## config.mk

```make
export PLATFORM = sky130hd
export DESIGN_NAME = semaforo_ctrl
export DESIGN_NICKNAME = d
export VERILOG_FILES = /design/src/rtl/semaforo_ctrl.sv
export SDC_FILE = /design/constraint.sdc
export NUM_CORES = 1
export LEC_CHECK = 0
export BUFFER_PORTS_ARGS = -buffer_cell sky130_fd_sc_hd__buf_4
export CORE_MARGIN = 5
export CORE_UTILIZATION = 54
export CTS_BUF_LIST = sky130_fd_sc_hd__clkbuf_8
export DETAILED_ROUTE_END_ITERATION = 8
export PLACE_DENSITY_LB_ADDON = 0.12
export SLEW_MARGIN = 20
export SYNTH_ARGS = -nofsm -noshare
export SYNTH_HDL_FRONTEND = slang
export SYNTH_SLANG_ARGS = --single-unit
```

## constraint.sdc

```tcl
create_clock -name clock_50 -period 1.87 [get_ports clock_50]
set_clock_uncertainty 0.05 [all_clocks]
set_input_delay 0.0935 -clock clock_50 [delete_from_list [all_inputs] [get_ports clock_50]]
set_output_delay 0.0935 -clock clock_50 [all_outputs]
set_load 0.02 [all_outputs]
```

## src/rtl/semaforo_ctrl.sv

```systemverilog
// Traffic-light controller with pedestrian request; phases are timed in ticks
// derived from the divider's slow clock (novo_clock) after synchronisation.
module semaforo_ctrl #(
    parameter int T_VERDE     = 10,
    parameter int T_MIN_VERDE = 4,
    parameter int T_AMARELO   = 3,
    parameter int T_VERMELHO  = 8,
    parameter int T_LIMPEZA   = 1,
    parameter int CNT_W       = 5
) (
    input  logic             clock_50,
    input  logic             reset,
    input  logic             novo_clock,
    input  logic             pedido,
    output logic [2:0]       luz_carro,
    output logic [1:0]       luz_pedestre,
    output logic [1:0]       estado,
    output logic [CNT_W-1:0] restante,
    output logic             pedido_pendente
);

    typedef enum logic [1:0] {
        VERDE    = 2'd0,
        AMARELO  = 2'd1,
        VERMELHO = 2'd2,
        LIMPEZA  = 2'd3
    } estado_t;

    localparam int MAX_DUR = (1 << CNT_W) - 1;
    localparam bit PARAM_OK = (T_VERDE >= 1) && (T_VERDE <= MAX_DUR) &&
                              (T_AMARELO >= 1) && (T_AMARELO <= MAX_DUR) &&
                              (T_VERMELHO >= 1) && (T_VERMELHO <= MAX_DUR) &&
                              (T_LIMPEZA >= 1) && (T_LIMPEZA <= MAX_DUR) &&
                              (T_MIN_VERDE >= 1) && (T_MIN_VERDE <= T_VERDE);

    localparam logic [CNT_W-1:0] L_VERDE    = CNT_W'(T_VERDE);
    localparam logic [CNT_W-1:0] L_AMARELO  = CNT_W'(T_AMARELO);
    localparam logic [CNT_W-1:0] L_VERMELHO = CNT_W'(T_VERMELHO);
    localparam logic [CNT_W-1:0] L_LIMPEZA  = CNT_W'(T_LIMPEZA);
    // Green may be cut once T_MIN_VERDE ticks have elapsed in it
    localparam logic [CNT_W-1:0] L_CORTE    = CNT_W'(T_VERDE - T_MIN_VERDE + 1);

    logic             r_nc_s1, r_nc_s2, r_nc_s3;
    logic             r_pd_s1, r_pd_s2;
    estado_t          r_estado, w_estado_prox;
    logic [CNT_W-1:0] r_restante, w_restante_prox;
    logic             r_pendente, w_pendente_prox;
    logic             w_tick, w_sai;

    always_ff @(posedge clock_50) begin
        assert (PARAM_OK) else $error("semaforo_ctrl: illegal phase duration parameters");
    end

    always_ff @(posedge clock_50 or posedge reset) begin
        if (reset) begin
            r_nc_s1 <= 1'b0;
            r_nc_s2 <= 1'b0;
            r_nc_s3 <= 1'b0;
            r_pd_s1 <= 1'b0;
            r_pd_s2 <= 1'b0;
        end else begin
            r_nc_s1 <= novo_clock;
            r_nc_s2 <= r_nc_s1;
            r_nc_s3 <= r_nc_s2;
            r_pd_s1 <= pedido;
            r_pd_s2 <= r_pd_s1;
        end
    end

    assign w_tick = r_nc_s2 & ~r_nc_s3;

    always_ff @(posedge clock_50 or posedge reset) begin
        if (reset) begin
            r_estado   <= VERDE;
            r_restante <= L_VERDE;
            r_pendente <= 1'b0;
        end else begin
            r_estado   <= w_estado_prox;
            r_restante <= w_restante_prox;
            r_pendente <= w_pendente_prox;
        end
    end

    always_comb begin
        w_estado_prox   = r_estado;
        w_restante_prox = r_restante;
        w_pendente_prox = r_pendente;
        w_sai           = 1'b0;

        if (w_tick) begin
            w_sai = (r_restante == CNT_W'(1)) ||
                    ((r_estado == VERDE) && r_pendente && (r_restante <= L_CORTE));
            if (w_sai) begin
                unique case (r_estado)
                    VERDE:    begin w_estado_prox = AMARELO;  w_restante_prox = L_AMARELO;  end
                    AMARELO:  begin w_estado_prox = VERMELHO; w_restante_prox = L_VERMELHO; end
                    VERMELHO: begin w_estado_prox = LIMPEZA;  w_restante_prox = L_LIMPEZA;  end
                    LIMPEZA:  begin w_estado_prox = VERDE;    w_restante_prox = L_VERDE;    end
                endcase
            end else begin
                w_restante_prox = r_restante - CNT_W'(1);
            end
        end

        // Entering VERMELHO serves the request; the clear overrides a same-cycle set
        if (r_pd_s2 && (r_estado != VERMELHO))
            w_pendente_prox = 1'b1;
        if (w_sai && (r_estado == AMARELO))
            w_pendente_prox = 1'b0;
    end

    always_comb begin
        luz_carro    = 3'b001;
        luz_pedestre = 2'b01;
        unique case (r_estado)
            VERDE:    begin luz_carro = 3'b001; luz_pedestre = 2'b01; end
            AMARELO:  begin luz_carro = 3'b010; luz_pedestre = 2'b01; end
            VERMELHO: begin luz_carro = 3'b100; luz_pedestre = 2'b10; end
            LIMPEZA:  begin luz_carro = 3'b100; luz_pedestre = 2'b01; end
        endcase
    end

    assign estado          = r_estado;
    assign restante        = r_restante;
    assign pedido_pendente = r_pendente;

endmodule

```

## After elaboration in Yosys (flattened, before gate mapping)

Index checks and enable logic that the tools add are counted.

- Logic and storage cells: 35
- Flip-flop bits (word level): 13
- Output and inout port bits: 13
- Input bits: 4

- Equal/unequal tests: 5
- Reductions and logical operators: 10
- Mux-type cells: 8
- Order comparisons: 1
- Bitwise logic cells: 2
- Add/sub/neg operators: 1

Operator list:

| cell | count |
|---|---|
| $pmux W5 S4 | 1 |
| $pmux W3 S3 | 1 |
| $pmux W2 S4 | 1 |
| $eq A5 B1 Y1 const B | 1 |
| $le A5 B3 Y1 const B | 1 |
| $mux W5 | 1 |
| $sub A5 B1 Y5 const B | 1 |
| $eq A2 B2 Y1 const B | 2 |
| $logic_and A1 B1 Y1 | 4 |
| $pmux W2 S2 | 1 |
| $mux W1 | 3 |
| $reduce_or A3 Y1 | 1 |
| $eq A2 B1 Y1 const B | 1 |
| $logic_not A2 Y1 | 1 |
| $ne A2 B2 Y1 const B | 1 |
| $reduce_and A2 Y1 | 1 |
| $reduce_bool A2 Y1 | 1 |
| $reduce_or A2 Y1 | 1 |
| $and A1 B1 Y1 | 1 |
| $logic_or A1 B1 Y1 | 1 |
| $not A1 Y1 | 1 |

## Logic depth before layout (Yosys ltp)

- Word-level depth: 7
- Depth in mapped cells: 6
- Gate-level depth less buffers: 6

## Least setup slack after synthesis

Ideal clock, no wire load.

- Kind: reg-to-reg
- Start point: reg r_restante[1], in the netlist restante[1]
- End point: reg r_estado[1], in the netlist estado[1]
- Clock period less this slack: 1,796 ps
- Path slack: 74 ps
- Path buffers: 0
- Stages on the path, launching flop included: 7
- Arrival: 1,621 ps
- Data required time: 1,695 ps
- Library setup time: 125 ps
- Path through: dfstp_2 inv_1 ha_1 nor4b_2 a31oi_4 nor2_2 mux2_4

- Word-level cells in the longest chain between the ends: 4
- Elaborated cells on any way between the ends: 5
- Those cells by class: order compare (1); eq/ne (1); reduce/logical (3)

RTL lines:

| item | RTL line | text |
|---|---|---|
| start, declared | 46 | `logic [CNT_W-1:0] r_restante, w_restante_prox;` |
| start signal, assigned | 79 | `r_restante <= w_restante_prox;` |
| $le A5 B3 Y1 | 92 | `((r_estado == VERDE) && r_pendente && (r_restante <= L_CORTE));` |
| $logic_and A1 B1 Y1 | 92 |  |
| $logic_or A1 B1 Y1 * | 91 | `w_sai = (r_restante == CNT_W'(1)) \|\|` |
| $reduce_and A2 Y1 (no line) * | n/a |  |
| end signal, assigned | 78 | `r_estado <= w_estado_prox;` |
| end, declared | 45 | `estado_t r_estado, w_estado_prox;` |

Every way passes the cells marked *; elsewhere a longest branch is shown, timed or not.
A chain may end at the register's enable or synchronous reset.

## Worst setup path after layout

- Start point: reg r_restante[1], in the netlist restante[1]
- End point: reg r_restante[0], in the netlist restante[0]

- Word-level cells in the longest chain between the ends: 4
- Elaborated cells on any way between the ends: 5
- Those cells by class: order compare (1); eq/ne (1); mux (1); reduce/logical (2)

RTL lines:

| item | RTL line | text |
|---|---|---|
| $le A5 B3 Y1 | 92 |  |
| $logic_and A1 B1 Y1 | 92 |  |
| $logic_or A1 B1 Y1 * | 91 |  |
| $mux W5 * | 93 | `if (w_sai) begin` |

Marks and branches as above.

==> flow_summary.ini <==
[sta]
tns_ps = 0
finalCritPeriodShare_pct = 97.16
maxSlewViolCount = 0
clock.fmax_ghz = 0.5504
tightest_slew_ps = 477.1
period_needed_ps = 1817
final-setup-viol-count = 0
slew_headroom_pct = 68.16
hold_viol = 0

[detailed_routing]
wl_per_cell_um = 15.33
wirelength_um = 1579
drt_iter0_markers = 5
vias = 576
drt_first_pass_iters = 4
viasPerCell = 5.592
drc_errors = 0
ant_nets = 0

[worst_setup_path]
cp-end-kind = flip-flop
crit_path_cell_trace = inv_1 -> ha_1 -> nor4b_2 -> a31oi_4 -> nor2_4 -> a221o_1
critPathSlowestCell = dfstp_2
critPathBufInv = 1
arrival_ps = 1890
startpoint = restante[1]$_DFFE_PP1P_
cp_slowest_stage_delay_ps = 580
crit_path_start_kind = flip-flop
crit_fanout = 6
path_delay_family = flip-flops
cp_data_required_time_ps = 1940
r2r_start = restante[1]$_DFFE_PP1P_
critPathKind = flip-flop to flip-flop

[floorplan]
die_area_um2 = 2147
rows = 13
start_util_pct = 56.21
die_w_um = 46.34
die_height_um = 46.34
ios = 17
coreArea_um2 = 1269

[yosys]
syn_area_per_cell_um2 = 11.32
ys_seq_area_share_pct = 45.96
yosysTopAreaCellShare_pct = 38.60
synth.most_common_cell = dfrtp_1
ys_seq_elements = 13
synth_area_leaders = dfrtp_1 (39%), ha_1 (16%), dfstp_2 (7.4%)
synth_edf_count = 0
synth_common_cells = dfrtp_1 (11), ha_1 (9), inv_1 (6), nor2_1 (6)
async_flop_share_pct = 100.0
synthesis.nets = 76
yosysWarnings = 0
synthFlopType = dfrtp_1
synthDistinctLibCells = 28
yosys.area.top_type = dfrtp_1
synth_cells = 63
netlist_area_um2 = 713.2

[power]
ir_worst_vdd_mv = 1.126
comb_power_share_pct = 56.3
power_frac_seq_pct = 29.8
powerDensity_nw_per_um2 = 1802
swShare_pct = 43.89
pwr-share-clk_pct = 13.9
p_int_uw = 957.6
leakage_uw = 0.0004579
p_sw_uw = 749.2

[global_routing]
grt_pass1_vias = 597
grt_pass1_wl_um = 2677
grt_max_degree = 14
antenna_found_initial = 0
grt_usage_pct = 17.63
grt_overflow = 0

[job]
maxCapViolCount = 0

[clocking]
cts_sinks = 13
postCtsSetupBuffers = 0
numCtsBuffers = 3
clk_latency_ps = 240
cts_tree = built
clk_pin_slew_ps = 50
cts_max_path_buffers = 2
cts-root-buf = clkbuf_8
htreeDepth = 1

[final_layout]
drive_gt1_share_pct = 34.09
area_growth_pct = 32.81
fin_cells = 103
finalNetCount = 102
utilization_pct = 74.65
fillers = 96
antennaDiodeCount = 0

[placed_design]
dp_hpwl_um = 1127
place_congestion = 0.8249
io_buffers = 16
placed_cells = 96

[outcome]
status = finished, final reports clean

[min_path]
holdCritStartpoint = r_pd_s1$_DFF_PP0_
holdCritPathClass = flip-flop to flip-flop
[power by group through the flow]
stage / sequential (uW) / clock, uW / combinational (uW)
finish: 509 / 238 / 960
detailed placement: 512 / 0 / 940
global placement: 502 / 0 / 918
global route: 527 / 257 / 1040
CTS: 510 / 240 / 962
floorplan: 594 / 0 / 499
[cell type report]
| type | count | area [um2] | share of cell area, % |
|---|---|---|---|
| clock buffer | 3 | 41.29 | 4.359 |
| clock inverter | 1 | 3.754 | 0.3963 |
| inverter | 6 | 22.52 | 2.378 |
| multi-input combinational | 44 | 367.9 | 38.84 |
| sequential | 13 | 327.8 | 34.61 |
| tap | 15 | 18.77 | 1.982 |
| timing repair buffer | 21 | 165.2 | 17.44 |
[what timing repair did]
item                                    4_1_cts  5_1_grt
endpoints found under the hold margin        13        0
hold buffers                                  3        0
endpoints found under the setup margin        0        2
resized for setup                             0        1
[cells in the final DEF, fill, tap and decap left out, types with 2 or more instances in the layout]
cell type	instances
a21oi_1	3
a221o_1	2
buf_4	18
clkbuf_8	3
dfrtp_1	11
dfstp_2	2
dlygate4sd3_1	3
ha_1	9
inv_1	7
nand2_1	3
nand3_1	2
nor2_1	6
[worst register-to-register path: stages (launching register included)]
cell and delay [ps]:
dfstp_2 580, inv_1 80, ha_1 190, nor4b_2 180
a31oi_4 240, nor2_4 80, a221o_1 300
[final timing paths]
path	to	slack, ps	cells past startpoint
setup / recovery	restante[0]$_DFFE_PP0P_	50	6
min in group asynchronous	pedido_pendente$_DFFE_PP0P_	380	3
hold reg to reg	r_pd_s2$_DFF_PP0_	310	0
max in group asynchronous	restante[1]$_DFFE_PP1P_	1040	3
setup reg to reg	restante[0]$_DFFE_PP0P_	50	6
hold / removal	r_pd_s2$_DFF_PP0_	310	0
[stage by stage]
step / area (um2) / total power [uW] / worst slack, ps / hold slack, ps
after detailed placement: 867.1 / 1452 / 51.68 / 89.68
after CTS: 942.2 / 1711 / 34.61 / 309.3
after global placement: 867.1 / 1420 / 110.9 / 86.37
final: 947.2 / 1707 / 53.03 / 308.1
after global routing: 947.2 / 1827 / -11.52 / 324.5
after floorplan: 713.2 / 1093 / 73.98 / -80.97
[flip-flops by register name, indices dropped and copies added, names as in the netlist]
signal           cells
r_nc_s2              1
estado               2
r_pd_s1              1
r_nc_s1              1
pedido_pendente      1
r_nc_s3              1
r_pd_s2              1
restante             5
[logic make-up (layout without fill, tap and decap cells)]
| kind of cell | after synthesis | count (layout) | synth area share (%) |
|---|---|---|---|
| adder cells (fa/ha/maj) | 9 | 9 | 15.79 |
| multiplexers | 2 | 2 | 3.508 |
| buffers and inverters | 6 | 31 | 3.158 |
| AO/OA/AOI/OAI | 10 | 10 | 11.76 |
| flip-flops | 13 | 13 | 45.96 |
| XOR/XNOR | 1 | 1 | 1.228 |
| AND/OR/NAND/NOR | 22 | 22 | 18.60 |
[layer usage]
layer	GRT usage, %	wire length (um)	vias up
met2	30.22	828	25
met5	0	0	-
li1	-	-	270
met1	21.41	615	277
met3	3.906	94	4
met4	6.250	40	0
(Power assumes the default switching activity.)
